File: config.mk
export PLATFORM = sky130hd
export DESIGN_NAME = mpu_host_mem
export DESIGN_NICKNAME = d
export VERILOG_FILES = /design/src/rtl/mpu_host_mem.sv
export SDC_FILE = /design/constraint.sdc
export NUM_CORES = 1
export LEC_CHECK = 0
export BUFFER_PORTS_ARGS = -buffer_cell sky130_fd_sc_hd__buf_2
export CAP_MARGIN = 40
export CELL_PAD_IN_SITES_DETAIL_PLACEMENT = 1
export CELL_PAD_IN_SITES_GLOBAL_PLACEMENT = 2
export CORE_ASPECT_RATIO = 1.75
export CORE_MARGIN = 2
export CORE_UTILIZATION = 26
export CTS_BUF_LIST = sky130_fd_sc_hd__clkbuf_8
export CTS_CLUSTER_DIAMETER = 150
export DETAILED_ROUTE_END_ITERATION = 10
export PLACE_DENSITY = 0.86
export SETUP_SLACK_MARGIN = 0.3
export SLEW_MARGIN = 20
export SYNTH_ARGS = -nofsm -noshare
export SYNTH_HDL_FRONTEND = slang
export SYNTH_SLANG_ARGS = --single-unit
File: constraint.sdc
create_clock -name sys_clk -period 2.21 [get_ports sys_clk]
set_clock_uncertainty 0.2 [all_clocks]
set_input_delay 0 -clock sys_clk [delete_from_list [all_inputs] [get_ports sys_clk]]
set_output_delay 0 -clock sys_clk [all_outputs]
set_load 0.01 [all_outputs]
File: src/rtl/mpu_host_mem.sv
// Purpose : host-memory quad-word read responder for MPU_OP_MLOAD; one request
//           becomes two 32-bit Wishbone classic reads (low word, then high word).
// Latency : request accepted on edge 0, LO beat cycle 1, HI beat cycle 2,
//           hm_done in cycle 3 with a zero-wait slave; each wait state adds one.
// Backpressure: hm_busy stalls instruction fetch while a request is pending or
//           in flight; the bus side waits on wb_ack_i / wb_err_i.
// Option  : define MPU_HM_TIMEOUT_EN to abort a beat after TIMEOUT wait cycles.
//
// Ports:
//   sys_clk, sys_rst_n          clock, async active-low reset
//   hm_start, hm_addr           level request + byte address (bits [2:0] ignored,
//                               bits [63:32] must be zero)
//   hm_data, hm_done, hm_err    registered result, one-cycle done strobe, error flag
//   hm_busy                     combinational fetch stall
//   wb_*                        Wishbone classic read master
module mpu_host_mem #(
   parameter logic [7:0] TIMEOUT = 8'd255
) (
   input  logic        sys_clk,
   input  logic        sys_rst_n,
   input  logic        hm_start,
   input  logic [63:0] hm_addr,
   output logic [63:0] hm_data,
   output logic        hm_busy,
   output logic        hm_done,
   output logic        hm_err,
   output logic [31:0] wb_adr_o,
   output logic        wb_cyc_o,
   output logic        wb_stb_o,
   output logic        wb_we_o,
   output logic [3:0]  wb_sel_o,
   input  logic [31:0] wb_dat_i,
   input  logic        wb_ack_i,
   input  logic        wb_err_i
);

   typedef enum logic [1:0] {
      ST_IDLE = 2'd0,
      ST_LO   = 2'd1,
      ST_HI   = 2'd2,
      ST_DONE = 2'd3
   } state_t;

   state_t      state, state_d;
   logic [63:0] data_d;
   logic        err_d;
   logic        done_d;
   logic        cyc_d;
   logic [31:0] adr_d;
   logic        abort;

`ifdef MPU_HM_TIMEOUT_EN
   logic [7:0]  tmo_cnt, tmo_cnt_d;
   logic        unused_ok;
   assign unused_ok = ^hm_addr[2:0];
`else
   logic        unused_ok;
   assign unused_ok = ^{hm_addr[2:0], TIMEOUT};
`endif

   // Read-only master: fixed direction and full-word byte lanes.
   assign wb_we_o  = 1'b0;
   assign wb_sel_o = 4'hF;

   assign hm_busy = (state == ST_LO) | (state == ST_HI) | ((state == ST_IDLE) & hm_start);

   always_comb begin
      state_d = state;
      data_d  = hm_data;
      err_d   = hm_err;
      done_d  = 1'b0;
      cyc_d   = wb_cyc_o;
      adr_d   = wb_adr_o;
      abort   = 1'b0;
`ifdef MPU_HM_TIMEOUT_EN
      tmo_cnt_d = tmo_cnt;
`endif
      case (state)
         ST_IDLE: begin
            if (hm_start) begin
               if (hm_addr[63:32] == 32'd0) begin
                  state_d = ST_LO;
                  adr_d   = {hm_addr[31:3], 3'b000};
                  cyc_d   = 1'b1;
                  err_d   = 1'b0;
`ifdef MPU_HM_TIMEOUT_EN
                  tmo_cnt_d = 8'd0;
`endif
               end else begin
                  // Address outside the 32-bit bus: fail without touching the bus.
                  state_d = ST_DONE;
                  data_d  = '1;
                  err_d   = 1'b1;
                  done_d  = 1'b1;
               end
            end
         end
         ST_LO, ST_HI: begin
            if (wb_err_i) begin
               abort = 1'b1;            // error beats a simultaneous ack
            end else if (wb_ack_i) begin
               if (state == ST_LO) begin
                  data_d[31:0] = wb_dat_i;
                  state_d      = ST_HI;
                  adr_d        = wb_adr_o + 32'd4;   // aligned, cannot wrap
`ifdef MPU_HM_TIMEOUT_EN
                  tmo_cnt_d    = 8'd0;
`endif
               end else begin
                  data_d[63:32] = wb_dat_i;
                  state_d       = ST_DONE;
                  cyc_d         = 1'b0;
                  done_d        = 1'b1;
               end
            end else begin
`ifdef MPU_HM_TIMEOUT_EN
               // Abort on the wait cycle in which the count reaches TIMEOUT.
               tmo_cnt_d = tmo_cnt + 8'd1;
               if (tmo_cnt_d == TIMEOUT) abort = 1'b1;
`endif
            end
            if (abort) begin
               state_d = ST_DONE;
               data_d  = '1;
               err_d   = 1'b1;
               cyc_d   = 1'b0;
               done_d  = 1'b1;
            end
         end
         ST_DONE: begin
            state_d = ST_IDLE;           // hm_start ignored here
         end
         default: state_d = ST_IDLE;
      endcase
   end

   always_ff @(posedge sys_clk or negedge sys_rst_n) begin
      if (!sys_rst_n) begin
         state    <= ST_IDLE;
         hm_data  <= 64'd0;
         hm_done  <= 1'b0;
         hm_err   <= 1'b0;
         wb_cyc_o <= 1'b0;
         wb_stb_o <= 1'b0;
         wb_adr_o <= 32'd0;
`ifdef MPU_HM_TIMEOUT_EN
         tmo_cnt  <= 8'd0;
`endif
      end else begin
         state    <= state_d;
         hm_data  <= data_d;
         hm_done  <= done_d;
         hm_err   <= err_d;
         wb_cyc_o <= cyc_d;
         wb_stb_o <= cyc_d;           // strobe held for the whole two-beat cycle
         wb_adr_o <= adr_d;
`ifdef MPU_HM_TIMEOUT_EN
         tmo_cnt  <= tmo_cnt_d;
`endif
      end
   end

endmodule

Word-level counts from Yosys, hierarchy flattened
Index checks and enable logic that the tools add are counted.
Widths: inputs -> output; s select.
{"block": "word_totals", "ff_bits": 101, "input_bits": 101, "output_inout_bits": 106}
{"block": "classes", "n_addsub": 1, "n_eq_ne": 14, "muxes": 40, "n_bitwise": 3, "n_reduce_logical": 10}
{"op": "$mux 64", "n": 5}
{"op": "$mux 32", "n": 7}
{"op": "$pmux 64 s2", "n": 1}
{"op": "$pmux 32 s2", "n": 1}
{"op": "$add 32x3->32 const B", "n": 1}
{"op": "$logic_not 32->1", "n": 1}
{"op": "$reduce_and 6->1", "n": 4}
{"op": "$mux 1", "n": 17}
{"op": "$ne 2x2->1 const B", "n": 6}
{"op": "$ne 3x3->1 const B", "n": 4}
{"op": "$mux 2", "n": 5}
{"op": "$pmux 1 s2", "n": 3}
{"op": "$pmux 2 s3", "n": 1}
{"op": "$reduce_and 3->1", "n": 2}
{"op": "$eq 2x2->1 const B", "n": 2}
{"op": "$eq 2x1->1 const B", "n": 1}
{"op": "$logic_not 2->1", "n": 1}
{"op": "$ne 2x1->1 const B", "n": 1}
{"op": "$or 1x1->1", "n": 2}
{"op": "$reduce_bool 2->1", "n": 1}
{"op": "$reduce_or 2->1", "n": 1}
{"op": "$and 1x1->1", "n": 1}

Longest topological paths before layout
Gate-level depths: netlist of run 1.
{"block": "logic_depth", "depth_word": 6, "mapped_depth": 8, "mapped_depth_nobuf": 7}

Least setup slack after synthesis of run 1
No wires, ideal clock.
{"block": "synth_path", "path_type": "flip-flop to flip-flop", "startpoint": "register state[0]", "endpoint": "register wb_adr_o[18]", "setup_ps": 126, "arrival_ps": 2068, "setup_slack_ps": -184, "stages_incl_launch_ff": 8, "path_buffers": 2, "synth_period_minus_slack_ps": 2394, "cell_sequence": "dfrtp_1 > inv_1 > ha_1 > buf_1 > a211oi_2 > clkbuf_1 > nand3_1 > a221o_1"}
{"block": "synth_between", "elab_chain_cells": 4}
{"element": "start: declaration", "line_no": "44", "text": "state_t state, state_d;"}
{"element": "start signal: assignment", "line_no": "150", "text": "state <= state_d;"}
{"element": "$eq 2x1->1 / $eq 2x2->1 (equally long branches)", "line_no": "78, 102"}
{"element": "$reduce_or 2->1", "line_no": "78", "text": "case (state)"}
{"element": "$ne 2x2->1 (no source line) / $reduce_bool 2->1 (equally long branches)"}
{"element": "$reduce_and 6->1 (no source line)"}
{"element": "end signal: assignment", "line_no": "156", "text": "wb_adr_o <= adr_d;"}
{"element": "end: declaration", "line_no": "27", "text": "output logic [31:0] wb_adr_o,"}
Several ways; a longest one is shown, not always the timed one.
A chain may end at the register's enable or synchronous reset.

Final worst setup path of run 1
{"block": "layout_path", "startpoint": "register state[1]", "endpoint": "register wb_adr_o[22]"}
The elaborated chain is that of the path after synthesis.

==> results of run 1 <==
==> worst reg2reg max path, cell delays in order (launching register included) <==
cell,delay [ns]
dfrtp_1,0.39
inv_2,0.06
ha_4,0.31
mux2i_4,0.09
buf_6,0.13
a211oi_4,0.27
buf_6,0.17
buf_4,0.12
nand2_4,0.06
o32ai_4,0.27
a221oi_2,0.09
==> kinds of logic (layout without fill, tap and decap cells) <==
| group | Yosys count | count (layout) | synth area share (%) |
|---|---|---|---|
| muxes | 2 | 2 | 0.4122 |
| AOI/OAI and AO/OA | 168 | 168 | 26.84 |
| adders and majority gates | 6 | 6 | 1.546 |
| and+or+nand+nor | 136 | 137 | 15.22 |
| buffers and inverters | 52 | 384 | 4.817 |
| DFF | 99 | 99 | 51.00 |
| other | 2 | 7 | 0.1546 |
==> registers in the layout, indices dropped and copies added, names as in the netlist <==
signal    count
hm_data      64
hm_done       1
hm_err        1
state         2
wb_adr_o     30
wb_stb_o      1
==> cell type report <==
class / instances / area, um2 / area share (%)
Clock buffer: 9 / 123.9 / 1.492
Clock inverter: 7 / 67.56 / 0.8136
Inverter: 14 / 56.30 / 0.6780
Multi-Input combinational cell: 320 / 2721 / 32.77
Sequential cell: 99 / 2487 / 29.95
Tap cell: 238 / 297.8 / 3.586
Timing Repair Buffer: 354 / 2550 / 30.71
==> path summary, 6_finish.rpt <==
kind	slack [ns]	startpoint	end	cells after the start
worst min-delay path	-0.15	hm_start	state[1]	3
worst min register to register	0.29	hm_data[55]	hm_data[55]	1
worst max register to register	-0.07	state[1]	wb_adr_o[22]	10
max in group asynchronous	0.63	sys_rst_n	hm_data[60]	4
min in group asynchronous	0.50	sys_rst_n	wb_adr_o[28]	3
worst max-delay path	-0.07	state[1]	wb_adr_o[22]	10
==> report_power, final <==
part | leakage (nW) | switching [mW] | internal, mW
clock | 0.103 | 0.681 | 0.522
sequential | 0.980 | 0.616 | 2.63
combinational | 2.25 | 4.19 | 3.72
==> synth_stat cells (all sizes together), types with 3 or more instances <==
cell / instances
o22ai: 4
ha: 6
a31oi: 7
dfrtp: 99
nand2: 26
nor2: 22
o21ai: 19
or4: 4
nand3: 15
o221ai: 4
a21oi: 16
a211oi: 11
and4: 3
o31ai: 8
or3: 4
or2: 3
inv: 14
a22oi: 4
and3: 5
o32ai: 4
buf: 17
nor3: 11
a221oi: 3
a221o: 7
and2: 6
clkbuf: 21
o22a: 65
nand2b: 7
nor4: 16
nand4: 12
==> through the flow <==
step / hold slack, ns / area, um2
3_5_place_dp: -0.1437 / 6651
5_1_grt: -0.1170 / 8304
6_report: -0.1491 / 8304
3_3_place_gp: -0.1589 / 6651
2_1_floorplan: -0.4956 / 5025
4_1_cts: -0.1980 / 7840
==> metal layers <==
layer / GRT usage, % / wire length (um) / vias to the layer above
met5: 0 / 0 / -
met1: 20.60 / 7782 / 2806
li1: - / - / 2463
met3: 3.413 / 908 / 42
met2: 38.53 / 11740 / 182
met4: 9.039 / 668 / 0
==> what timing repair did <==
item                                    in CTS  in global routing
hold endpoints to repair                   197                  3
pin swaps                                   22                 27
endpoints found under the setup margin      97                 97
cloned                                       1                  1
gates resized for setup                     46                 70
buffers inserted                            19                 11
==> results.ini, run 1 <==
[timing]
hold_viol_final = 4
setup_viol = 9
whs_ns = -0.1491
timing_worst_slew_pin_value_ns = 0.6355
fin_ws_ns = -0.06796
fmax_mhz = 439.0
grt_setup_unrepaired = yes
finalCriticalPeriod_ns = 2.278
finalCritPeriodShare_pct = 103.1
slew_violations = 0
finalSetupTns_ns = -0.2985
timing.slew.headroom_pct = 57.63

[global_route]
grt_pass1_vias = 5945
grt_antenna_before_repair = 0
track_usage_pct = 20.01
grt_max_degree = 43
overflow = 0
grt_pass1_wl_um = 30870

[yosys]
yosysTopAreaCell = dfrtp_1
ys_seq_area_share_pct = 51.00
yosys.area.top_type_share_pct = 51.00
synth-seq-cells = 99
synth_area_um2 = 4857
synth_flop_cell = dfrtp_1
synthTopCellsByArea = dfrtp_1 (51%), o22a_1 (12%), nand2_1 (2.0%)
syn_inst = 465
netlist-cell-type-count = 56
synth_edf_count = 0
synth-async-reset-ratio_pct = 100.0
yosysWarningCount = 0
syn_area_per_cell_um2 = 10.45

[detailed_routing]
remaining_drc_errors = 0
initialDrtViolationCount = 337
drt_wl_total_um = 21100
detail_route.vias_per_cell = 5.277
vias = 5493
wl_per_cell_um = 20.27
first_pass_iters = 5
ant_nets = 0

[clock_network]
cts_buffers = 9
ctsHoldBuffers = 65
clockBufferDepth = 2
cts.sinks = 99
cts-htree-levels = 3
root_buffer = clkbuf_8
cts_tree = built
clk_pin_slew_ns = 0.12
clkLatencyLatePin_ns = 0.40

[floorplan]
chipWidth_um = 107.3
die_h_um = 184.8
dieArea_um2 = 19830
core_area_um2 = 18420
num_rows = 66
ios = 207
initial_utilization_pct = 26.38

[cells_and_area]
final_cell_mix = buf_2 (195), dfrtp_1 (91), buf_4 (66)
finalNonFillerCells = 1041
syn_to_final_growth_pct = 70.97
finalNetCount = 905
antenna_cells = 0
final_core_util_pct = 45.09
mostFrequentLayoutCell = buf_2
drive_gt1_share_pct = 48.19
n_fill_cell = 2051

[critical_path]
setup.worst_path.start_class = flop
cp_cell_sequence = inv_2, ha_4, mux2i_4, buf_6, a211oi_4, buf_6, buf_4, nand2_4, o32ai_4, a221oi_2
slowest_stage = dfrtp_1
crit_family = compound AO/OA/AOI/OAI gates
crit_top_cell = buf_6
worstSetupPathType = reg2reg
max_stage_delay_ns = 0.39
crit_buf_inv = 4
crit_required_ns = 2.30
cp-end-kind = flop
cp.arrival_ns = 2.37
path_max_fanout = 7

[place]
dp_hpwl_um = 14340
io_buffers = 196
pre_cts_slack_ns = -0.08624
place_congestion = 0.8667
placedCellCount = 928

[pwr]
power.total_mw = 12.35
power.leakage_nw = 3.332
max-vdd-ir-drop_v = 0.0007286
power.density_nw_per_um2 = 1487

[outcome]
violations = negative hold slack, negative setup slack
outcome = finished with violations

[hold_path]
hold_class = in2reg

[run]
cap_violations = 0

Note: power is estimated with default switching activity, not from simulation.
==> run 2, diff against run 1 <==
--- a/config.mk
+++ b/config.mk
@@ -5,13 +5,14 @@
 export SDC_FILE = /design/constraint.sdc
 export NUM_CORES = 1
 export LEC_CHECK = 0
+export ABC_AREA = 1
 export BUFFER_PORTS_ARGS = -buffer_cell sky130_fd_sc_hd__buf_2
 export CAP_MARGIN = 40
 export CELL_PAD_IN_SITES_DETAIL_PLACEMENT = 1
 export CELL_PAD_IN_SITES_GLOBAL_PLACEMENT = 2
 export CORE_ASPECT_RATIO = 1.75
 export CORE_MARGIN = 2
-export CORE_UTILIZATION = 26
+export CORE_UTILIZATION = 24
 export CTS_BUF_LIST = sky130_fd_sc_hd__clkbuf_8
 export CTS_CLUSTER_DIAMETER = 150
 export DETAILED_ROUTE_END_ITERATION = 10
==> results.ini, run 2 <==
[outcome]
outcome = finished, final reports clean

[pwr]
pwr-share-seq_pct = 24.1  ; -2.2 points
power.density_nw_per_um2 = 1750  ; +18%
power_frac_clock_pct = 9.8  ; about the same
p_sw_share_pct = 48.14  ; +3.7 points
pwr-share-comb_pct = 66.0  ; +2.0 points
max-vdd-ir-drop_v = 0.0006971  ; -4.3%
power.leakage_nw = 4.277  ; +28%
power_switching_mw = 7.194  ; +31%
power.total_mw = 14.95  ; +21%
p_int_mw = 7.752  ; +13%

[floorplan]
chipWidth_um = 119.2  ; +11%
num_rows = 73  ; +11%
die_h_um = 205.5  ; +11%
dieArea_um2 = 24490  ; +23%
core_area_um2 = 22740  ; +24%
ios = 207  ; unchanged
initial_utilization_pct = 24.49  ; -1.9 points

[cells_and_area]
largest_reg_flops = 64  ; unchanged
drive_gt1_share_pct = 30.02  ; -18 points
reg_top3 = hm_data: 64 flops, wb_adr_o: 30 flops, state: 2 flops
final_cell_mix = nand2_1 (320), buf_2 (195), dfrtp_1 (89)
mostFrequentLayoutCell = nand2_1
n_fill_cell = 2837  ; +38%
syn_to_final_growth_pct = 53.32
multi_input_area_um2 = 2829  ; +4.0%
seq_area_um2 = 2490  ; +0.10%
finalNetCount = 1199  ; +32%
antenna_cells = 0  ; unchanged
largest-register = hm_data

[critical_path]
path_max_fanout = 16  ; +9
r2r-start = state[1]
cp.arrival_ns = 2.11  ; -0.26 ns
crit_required_ns = 2.30  ; about the same
crit_buf_inv = 3  ; -1
cp-end-kind = flop
max_stage_delay_ns = 0.41  ; +0.02 ns
cp_num_cells = 10  ; unchanged
crit_family = simple AND/OR/NAND/NOR gates
worst-r2r-setup-slack_ns = 0.19  ; +0.26 ns
cp_cell_sequence = inv_2, ha_4, buf_12, nand2_8, o22ai_4, nor3_4, nand2_4, clkbuf_16, nand2_1, o21ai_0
r2r_end = hm_data[32]
reg2reg_depth = 10  ; unchanged
worstSetupPathType = reg2reg
slowest_stage = dfrtp_1
setup.worst_path.start_class = flop

[clock_network]
cts.sinks = 99  ; unchanged
clk_pin_slew_ns = 0.11  ; about the same
cts_buffers = 9  ; unchanged
cts_tree = built
clockBufferDepth = 2  ; unchanged
root_buffer = clkbuf_8
clkLatencyLatePin_ns = 0.40  ; about the same
cts-htree-levels = 3  ; unchanged

[place]
dp_hpwl_um = 15660  ; +9.2%
io_buffers = 196  ; unchanged
place_congestion = 0.8058  ; -7.0%

[yosys]
yosysWarningCount = 0  ; unchanged
yosysTopAreaCell = dfrtp_1
yosys.area.top_type_share_pct = 44.47  ; -6.5 points
synth_common_cells = nand2_1 (330), dfrtp_1 (99), nor2_1 (93), inv_1 (69), nand3_1 (43)
ys_seq_area_share_pct = 44.47  ; -6.5 points
synth-async-reset-ratio_pct = 100.0  ; unchanged
syn_area_per_cell_um2 = 6.937  ; -34%
synth_edf_count = 0  ; unchanged
synth_area_um2 = 5570  ; +15%
synth-seq-cells = 99  ; unchanged
synth_flop_cell = dfrtp_1
netlist-cell-type-count = 29  ; -48%
synth.most_common_cell = nand2_1
syn_inst = 803  ; +73%
synthTopCellsByArea = dfrtp_1 (44%), nand2_1 (22%), nor2_1 (6.3%)

[timing]
finalCritPeriodShare_pct = 91.36  ; -12 points
setup_viol = 0  ; -9
finalCriticalPeriod_ns = 2.019  ; -0.2588 ns
grt_setup_unrepaired = yes
slew_violations = 0  ; unchanged
hold_viol_final = 0  ; -4
finalSetupTns_ns = 0  ; +0.2985 ns
fmax_mhz = 495.3  ; +13%

[global_route]
grt_pass1_vias = 6679  ; +12%
grt_antenna_before_repair = 0  ; unchanged
grt_pass1_wl_um = 35730  ; +16%
grt_max_degree = 48  ; +12%
track_usage_pct = 18.85  ; -1.2 points
overflow = 0  ; unchanged

[detailed_routing]
vias = 6318  ; +15%
first_pass_iters = 5  ; unchanged
remaining_drc_errors = 0  ; unchanged
initialDrtViolationCount = 212  ; -37%
wl_per_cell_um = 17.02  ; -16%
detail_route.vias_per_cell = 4.526  ; -14%
ant_nets = 0  ; unchanged
drt_wl_total_um = 23760  ; +13%

[run]
cap_violations = 0  ; unchanged

[hold_path]
holdPathEnd = hm_done
hp-start = hm_addr[60]
timing.hold.worst_path_depth = 8  ; +5
hold_class = in2reg

run 2: cell types whose count changed after synthesis, sizes merged, moves of 16 or more:
cell,before,now
nand2,26,334
nor2,22,102
o22a,65,0
inv,14,71
o21ai,19,53
nand3,15,44
nand4,12,32
nor4,16,0
run 2: final cells by class:
type                    count  share of cell area (%)
inverters                  71                   3.120
flip-flops and latches     99                   29.15
clock inverters             6                   1.318
multi-input cells         596                   33.12
clock buffers               9                   1.450
well taps                 300                   4.395
repair buffers            315                   27.44
run 2: metrics by stage:
stage	area (um2)	utilization, %	worst slack [ns]	hold WS (ns)	instances
finish	8541	37.55	0.1909	0.07696	1396
global route	8541	37.55	0.09909	0.1427	1396
CTS	8155	35.86	0.2208	0.06410	1378
detailed placement	6987	30.72	-0.07380	-0.1922	1285
global placement	6987	30.72	0.02477	-0.2007	1285
floorplan	5634	-	0.2894	-0.4956	808
run 2: power groups by stage:
stage          registers (mW)  clock network, mW  logic [mW]
6_report                 3.61               1.47        9.87
5_1_grt                  3.73               1.61        11.0
4_1_cts                  3.58               1.52        8.90
3_5_place_dp             3.61                  0        7.85
3_3_place_gp             3.59                  0        7.60
2_1_floorplan            3.84                  0        4.77
run 2: layer usage:
metal | track usage [%] | share of wire (%)
met1 | 18.86 | 37
met2 | 37.48 | 55
met3 | 3.160 | 3.6
met4 | 8.163 | 4.2
met5 | 0 | 0
run 2: how the worst max path moves through the flow:
stage | start | to | slack [ns]
after global routing | state[1] | hm_data[63] | 0.1
after detailed placement | state[1] | hm_data[32] | -0.07
after CTS | state[1] | wb_adr_o[3] | 0.22
final | state[1] | hm_data[32] | 0.19
after global placement | state[1] | hm_data[38] | 0.02
after floorplan | state[0] | hm_data[10] | 0.29
run 2: cells by family after synthesis:
family          after synthesis  share of synthesized area (%)
flops                        99                          44.47
simple gates                521                          38.81
other cells                   2                         0.1348
compound gates               62                          5.975
fa+ha+maj                     6                          1.348
buf+inv                     113                          9.254
run 2: worst reg2reg max path, stage by stage, from the launching register on:
cell,delay (ns)
dfrtp_1,0.41
inv_2,0.09
ha_4,0.23
buf_12,0.13
nand2_8,0.06
o22ai_4,0.09
nor3_4,0.18
nand2_4,0.16
clkbuf_16,0.23
nand2_1,0.06
o21ai_0,0.07
run 2: repair_timing:
item                       4_1_cts  5_1_grt
hold buffers                    71        0
hold endpoints to repair       196        0
pin swaps                        3       17
setup buffers                    4       13
gates cloned                     3        5
setup endpoints to repair      100       98
resized for setup               20       61
